`config.mk`:
```
export PLATFORM = sky130hd
export DESIGN_NAME = syscall_io_unit
export DESIGN_NICKNAME = d
export VERILOG_FILES = /design/src/rtl/syscall_io_unit_pkg.sv /design/src/rtl/syscall_io_unit.sv
export SDC_FILE = /design/constraint.sdc
export NUM_CORES = 1
export LEC_CHECK = 0
export CORE_ASPECT_RATIO = 0.75
export CORE_MARGIN = 5
export CORE_UTILIZATION = 45
export CTS_CLUSTER_SIZE = 28
export DETAILED_ROUTE_END_ITERATION = 10
export GPL_TIMING_DRIVEN = 0
export PLACE_DENSITY = 0.83
export SKIP_CTS_REPAIR_TIMING = 1
export SYNTH_ARGS = -nofsm -noshare
export SYNTH_HDL_FRONTEND = slang
export SYNTH_SLANG_ARGS = --single-unit
```
`constraint.sdc`:
```
create_clock -name clock -period 5.3 [get_ports clock]
set_input_delay 1.06 -clock clock [delete_from_list [all_inputs] [get_ports clock]]
set_output_delay 1.06 -clock clock [all_outputs]
set_load 0.03 [all_outputs]
```
`src/rtl/syscall_io_unit_pkg.sv`:
```
// Shared definitions for the SYSCALL I/O unit: syscall codes and FSM state encodings.
package syscall_io_unit_pkg;

    // Syscall codes as presented on ACC; compared against the full machine word.
    localparam int unsigned SYS_HALT  = 0;
    localparam int unsigned SYS_READ  = 1;
    localparam int unsigned SYS_WRITE = 2;

    // Unit states. IO_HALT is terminal and only left through reset.
    typedef enum logic [2:0] {
        IO_IDLE = 3'd0,
        IO_TX   = 3'd1,
        IO_RX   = 3'd2,
        IO_NOP  = 3'd3,
        IO_HALT = 3'd4
    } io_state_e;

endpackage : syscall_io_unit_pkg

```
`src/rtl/syscall_io_unit.sv`:
```
// SYSCALL executor: takes a code/operand from the controller and moves whole
// machine words over byte-wide RX/TX valid/ready streams, MSB byte first.
//
// Handshakes: a byte moves on a rising clock edge where the producer's valid and
// the consumer's ready are both 1. On TX the unit holds tx_data stable while
// tx_valid is high and tx_ready is low. On RX the unit raises rx_ready only in
// the RX state, so bytes offered at any other time are left with the PHY.
module syscall_io_unit
    import syscall_io_unit_pkg::*;
#(
    parameter int WIDTH = 16
) (
    input  logic             clock,
    input  logic             reset,
    input  logic             runio,
    input  logic [WIDTH-1:0] code,
    input  logic [WIDTH-1:0] arg,
    output logic             iobusy,
    output logic [WIDTH-1:0] iodata,
    output logic             halted,
    output logic [7:0]       tx_data,
    output logic             tx_valid,
    input  logic             tx_ready,
    input  logic [7:0]       rx_data,
    output logic             rx_ready,
    input  logic             rx_valid
);

    localparam int BYTES = WIDTH / 8;
    localparam int CNT_W = (BYTES > 1) ? $clog2(BYTES) : 1;
    localparam logic [CNT_W-1:0] CNT_LAST = CNT_W'(BYTES - 1);

    io_state_e        state_q, state_d;
    logic [CNT_W-1:0] cnt_q, cnt_d;
    logic [WIDTH-1:0] sh_q, sh_d;
    logic [WIDTH-1:0] iodata_q, iodata_d;
    logic [WIDTH-1:0] rx_shift;

    // Received byte enters at the bottom; the oldest byte falls off the top.
    assign rx_shift = WIDTH'({sh_q, rx_data});

    // State and datapath registers; reset aborts any transfer in progress.
    always_ff @(posedge clock or negedge reset) begin
        if (!reset) begin
            state_q  <= IO_IDLE;
            cnt_q    <= '0;
            sh_q     <= '0;
            iodata_q <= '0;
        end else begin
            state_q  <= state_d;
            cnt_q    <= cnt_d;
            sh_q     <= sh_d;
            iodata_q <= iodata_d;
        end
    end

    // Next-state, datapath update and stream outputs, decoded from registered state.
    always_comb begin
        state_d  = state_q;
        cnt_d    = cnt_q;
        sh_d     = sh_q;
        iodata_d = iodata_q;
        tx_valid = 1'b0;
        tx_data  = 8'h00;
        rx_ready = 1'b0;
        case (state_q)
            IO_IDLE: begin
                if (runio) begin
                    sh_d  = arg;
                    cnt_d = '0;
                    if (code == WIDTH'(SYS_HALT))       state_d = IO_HALT;
                    else if (code == WIDTH'(SYS_READ))  state_d = IO_RX;
                    else if (code == WIDTH'(SYS_WRITE)) state_d = IO_TX;
                    else                                state_d = IO_NOP;
                end
            end
            IO_TX: begin
                tx_valid = 1'b1;
                tx_data  = sh_q[WIDTH-1 -: 8];
                if (tx_ready) begin
                    sh_d  = sh_q << 8;
                    cnt_d = cnt_q + CNT_W'(1);
                    if (cnt_q == CNT_LAST) state_d = IO_IDLE;
                end
            end
            IO_RX: begin
                rx_ready = 1'b1;
                if (rx_valid) begin
                    sh_d  = rx_shift;
                    cnt_d = cnt_q + CNT_W'(1);
                    if (cnt_q == CNT_LAST) begin
                        iodata_d = rx_shift;
                        state_d  = IO_IDLE;
                    end
                end
            end
            IO_NOP: begin
                state_d = IO_IDLE;
            end
            IO_HALT: begin
                state_d = IO_HALT;
            end
            default: begin
                state_d = IO_IDLE;
            end
        endcase
    end

    assign iobusy = (state_q != IO_IDLE);
    assign halted = (state_q == IO_HALT);
    assign iodata = iodata_q;

endmodule : syscall_io_unit

```
# [Yosys cells after proc, flatten, opt, wreduce, memory -nomap -nowiden]
# Cells that the tools add are included.
# Widths: inputs -> output; s select.
[totals] regBits=36 inputBits=45 output_inout_bits=28 word_cells=39
[op_classes] n_addsub=1 eq_ne=8 muxes=19 reduce_logical=7
[ops] op="$mux 16" count=3
[ops] op="$pmux 16 s3" count=1
[ops] op="$eq 16x1->1 const B" count=1
[ops] op="$eq 16x2->1 const B" count=1
[ops] op="$logic_not 16->1" count=1
[ops] op="$mux 3" count=5
[ops] op="$pmux 3 s4" count=1
[ops] op="$mux 8" count=1
[ops] op="$ne 2x2->1 const B" count=3
[ops] op="$reduce_and 3->1" count=2
[ops] op="$reduce_bool 3->1" count=2
[ops] op="$mux 1" count=5
[ops] op="$mux 2" count=2
[ops] op="$reduce_and 4->1" count=1
[ops] op="$eq 3x1->1 const B" count=1
[ops] op="$eq 3x2->1 const B" count=1
[ops] op="$eq 3x3->1 const B" count=1
[ops] op="$logic_not 3->1" count=1
[ops] op="$pmux 1 s3" count=1
[ops] op="$add 1x1->1 const B" count=1

# [Logic depth before layout (Yosys ltp)]
[logic_depth] ltp_word=6 depth_mapped=7 depth_no_buf=4

# [Least setup slack after synthesis]
# Ideal clock, no wire load.
[synth_timing] kind="reg2out" startpoint="register state_q[1]" endpoint="output tx_data[0]" arrival_time_ns=1.549 t_required_ns=4.240 slack_ns=2.691 stages_incl_launch_ff=5 n_path_buf=2 path_cell_list="dfrtp_1 buf_4 nor3b_4 clkbuf_1 and2_1"
[synth_between] elab_chain_len=2
[synth_rtl] element="start, declared" line="syscall_io_unit.sv:33" source="io_state_e state_q, state_d;"
[synth_rtl] element="start signal, assigned" line="syscall_io_unit.sv:50" source="state_q <= state_d;"
[synth_rtl] element="$eq 3x1->1" line="syscall_io_unit.sv:66" source="case (state_q)"
[synth_rtl] element="$mux 8" line="syscall_io_unit.sv:66"
[synth_rtl] element="end, declared" line="syscall_io_unit.sv:21" source="output logic [7:0] tx_data,"
# No other way between the ends.

# [Worst setup path after layout]
[layout_timing] startpoint="register state_q[2]" endpoint="output rx_ready"
[layout_between] elab_chain_len=2
[layout_rtl] element="$eq 3x2->1" line="syscall_io_unit.sv:66"
[layout_rtl] element="$mux 1" line="syscall_io_unit.sv:66"
[layout_rtl] element="end, declared" line="syscall_io_unit.sv:25" source="output logic rx_ready,"
# No other way between the ends.

==> flow_summary.yaml <==
setup_path:
  r2r_end: "iodata[7]$_DFFE_PN0P_"
  worstPathRequired_ns: 4.24
  r2r_setup_slack_ns: 3.45
  critPathArrivalTime_ns: 2.26
  reg2reg_depth: 5
  r2r_start: "state_q[2]$_DFFE_PN0P_"
  critPathLaunchType: "flip-flop"
  criticalPathCategory: "reg2out"
  cp-end-kind: "output port"
  worstPathMaxFanout: 10
yosys:
  syn-cell-area_um2: 1840
  synth_ff_type: "dfrtp_1"
  syn-num-nets: 182
  ys_seq_elements: 36
  yosys.area.top_type_share_pct: 49.1
  synthTopCellsByCount: "dfrtp_1 (36), mux2_2 (18), mux2_4 (12), mux2_1 (10)"
  synth_xor_area_share_pct: 0
  synth_top_family_by_area: "multiplexers"
  ys_seq_area_share_pct: 49.1
  ys_warn_count: 0
  syn_avg_cell_area_um2: 13.4
  synth_area_leaders: "dfrtp_1 (49%), mux2_2 (11%), mux2_4 (9.8%)"
  synthAdderAreaFrac_pct: 0
  synth_edf_count: 0
  synth_area_leader_cell: "dfrtp_1"
  yosysMostFrequentCell: "dfrtp_1"
  synthMuxAreaShare_pct: 27.7
  synth_compound_area_share_pct: 5.86
  synth_cell_types: 28
  yosys.area_share.simple_pct: 12.1
  syn_inst: 137
  synthArstFlopShare_pct: 100
grt:
  grt_max_degree: 37
  grt_use_total_pct: 17.0
  grt_antenna_before_repair: 0
  grt_pass1_vias: 1392
  grt_pass1_wl_mm: 7.21
  grt_remaining_overflow: 0
timing:
  fin_crit_ns: 3.32
  fin_worst_skew_ns: 0.00750
  slew_viol_final: 0
  setup_viol: 0
  fmax_ghz: 0.301
  fin_tns_setup_ns: 0
  relSlewSlack_pct: 46.8
  hold_slack_ns: 0.492
  fin_crit_sh_pct: 62.7
  tightest_slew_ns: 0.798
  finalHoldViolations: 0
  rsz0062_at_grt: "false"
route:
  drt_wl_total_mm: 4.32
  dr.pass1.iters: 4
  via_per_inst: 4.89
  drt_iter0_markers: 21
  ant_nets: 0
  route.detailed.drc: 0
  wire_per_inst_um: 15.9
  dr_total_vias: 1330
clock_network:
  numCtsBuffers: 5
  cts_tree: "built"
  clock_latency_ns: 0.29
  cts_buffer_depth: 2
  cts_max_level: 2
  cts_root_buf: "clkbuf_8"
  clk_pin_slew_ns: 0.07
  cts_sinks: 36
floorplanning:
  coreArea_um2: 4000
  floorplan.die_area_um2: 5470
  rows: 20
  pin_count: 73
  initial_core_util_pct: 45.8
  die_h_um: 65.3
  die_x_um: 83.7
power_and_ir_drop:
  pwr-share-seq_pct: 28.3
  p_leak_nw: 1.18
  pwr-share-comb_pct: 57.6
  p_sw_w: 0.000634
  ir_drop_v: 0.000324
  p_int_w: 0.00107
  pwr-share-clk_pct: 14.1
  powerDensity_nw_per_um2: 623
  switching_share_pct: 37.3
layout:
  drive_above_1_share_pct: 23.0
  antennaDiodeCount: 0
  syn_to_final_growth_pct: 48.8
  fin_nets: 261
placement:
  dp_hpwl_mm: 3.31
  portBuffers: 72
  gp_congestion: 0.779
hold_path:
  hold_end: "iodata[12]$_DFFE_PN0P_"
  min-delay-path-class: "reg2reg"
  hold_path_depth: 1
  hp-start: "iodata[12]$_DFFE_PN0P_"
job:
  max-cap-violations: 0
status:
  run_status: "completed"
[per-stage QoR]
| step | instance area, um^2 | total power, W | instances | setup WS (ns) | utilization [%] |
|---|---|---|---|---|---|
| 2_1_floorplan | 1840 | 0.00115 | 137 | 2.69 | - |
| 3_3_place_gp | 2630 | 0.00146 | 264 | 2.27 | 65.6 |
| 3_5_place_dp | 2620 | 0.00147 | 264 | 2.26 | 65.4 |
| 4_1_cts | 2730 | 0.00172 | 272 | 1.94 | 68.2 |
| 5_1_grt | 2730 | 0.00181 | 272 | 1.83 | 68.2 |
| 6_report | 2730 | 0.00170 | 272 | 1.98 | 68.2 |
[final cells by class]
type                       count  area (um^2)
tap                           55         68.8
clock inverter                 3         42.5
timing repair buffer          72          716
fill                         306         1270
buffer                        10         88.8
clock buffer                   5         68.8
sequential                    36          901
inverter                       2         7.51
multi-input combinational     89          838
[power groups by stage]
stage | Sequential, W | Combinational (W) | Clock, W
final | 0.000482 | 0.000979 | 0.000240
after global routing | 0.000501 | 0.00105 | 0.000261
after CTS | 0.000483 | 0.000992 | 0.000245
after detailed placement | 0.000487 | 0.000986 | 0
after global placement | 0.000481 | 0.000976 | 0
after floorplan | 0.000582 | 0.000568 | 0
[per-layer routing]
layer	up-vias	global-route usage, %	part of all wire, %
met1	628	22.6	46
met4	0	5.42	1.2
met2	44	25.7	44
met5	-	0	0
li1	651	-	-
met3	7	6.39	8.7
[sequential cells by signal (all words and copies together), names as in the netlist]
register and flops:
iodata 16, sh_q 16, state_q 3, cnt_q 1
[worst max-delay path by stage]
stage                            from          to  slack, ns
2_1_floorplan  state_q[1]$_DFFE_PN0P_  tx_data[0]       2.69
5_1_grt        state_q[2]$_DFFE_PN0P_    rx_ready       1.83
6_report       state_q[2]$_DFFE_PN0P_    rx_ready       1.98
3_5_place_dp   state_q[1]$_DFFE_PN0P_  tx_data[6]       2.26
3_3_place_gp   state_q[1]$_DFFE_PN0P_  tx_data[3]       2.27
4_1_cts        state_q[1]$_DFFE_PN0P_  tx_data[5]       1.94
[worst max-delay path, stage by stage (launching register included)]
cell             delay (ns)
dfrtp_1                0.50
nor3b_4                0.29
clkbuf_1               0.42
clkdlybuf4s50_1        0.77
[cell usage in the layout (no fill, tap or decap), types with 3 or more instances in the layout]
cell type and n:
clkbuf_8 5, dfrtp_1 36, clkbuf_1 3, a22o_1 8, and2_1 8, buf_6 4
nor4_1 3, mux2_2 18, nand2_1 8, clkdlybuf4s50_1 71, mux2_1 10, nor2_1 3
mux2_4 12, o21ai_0 3
[logic make-up after synthesis]
kind of cell,Yosys count
flops,36
simple gates,34
compound gates,14
buf+inv,12
mux,41
No activity file was read; power rests on OpenSTA's default activity.
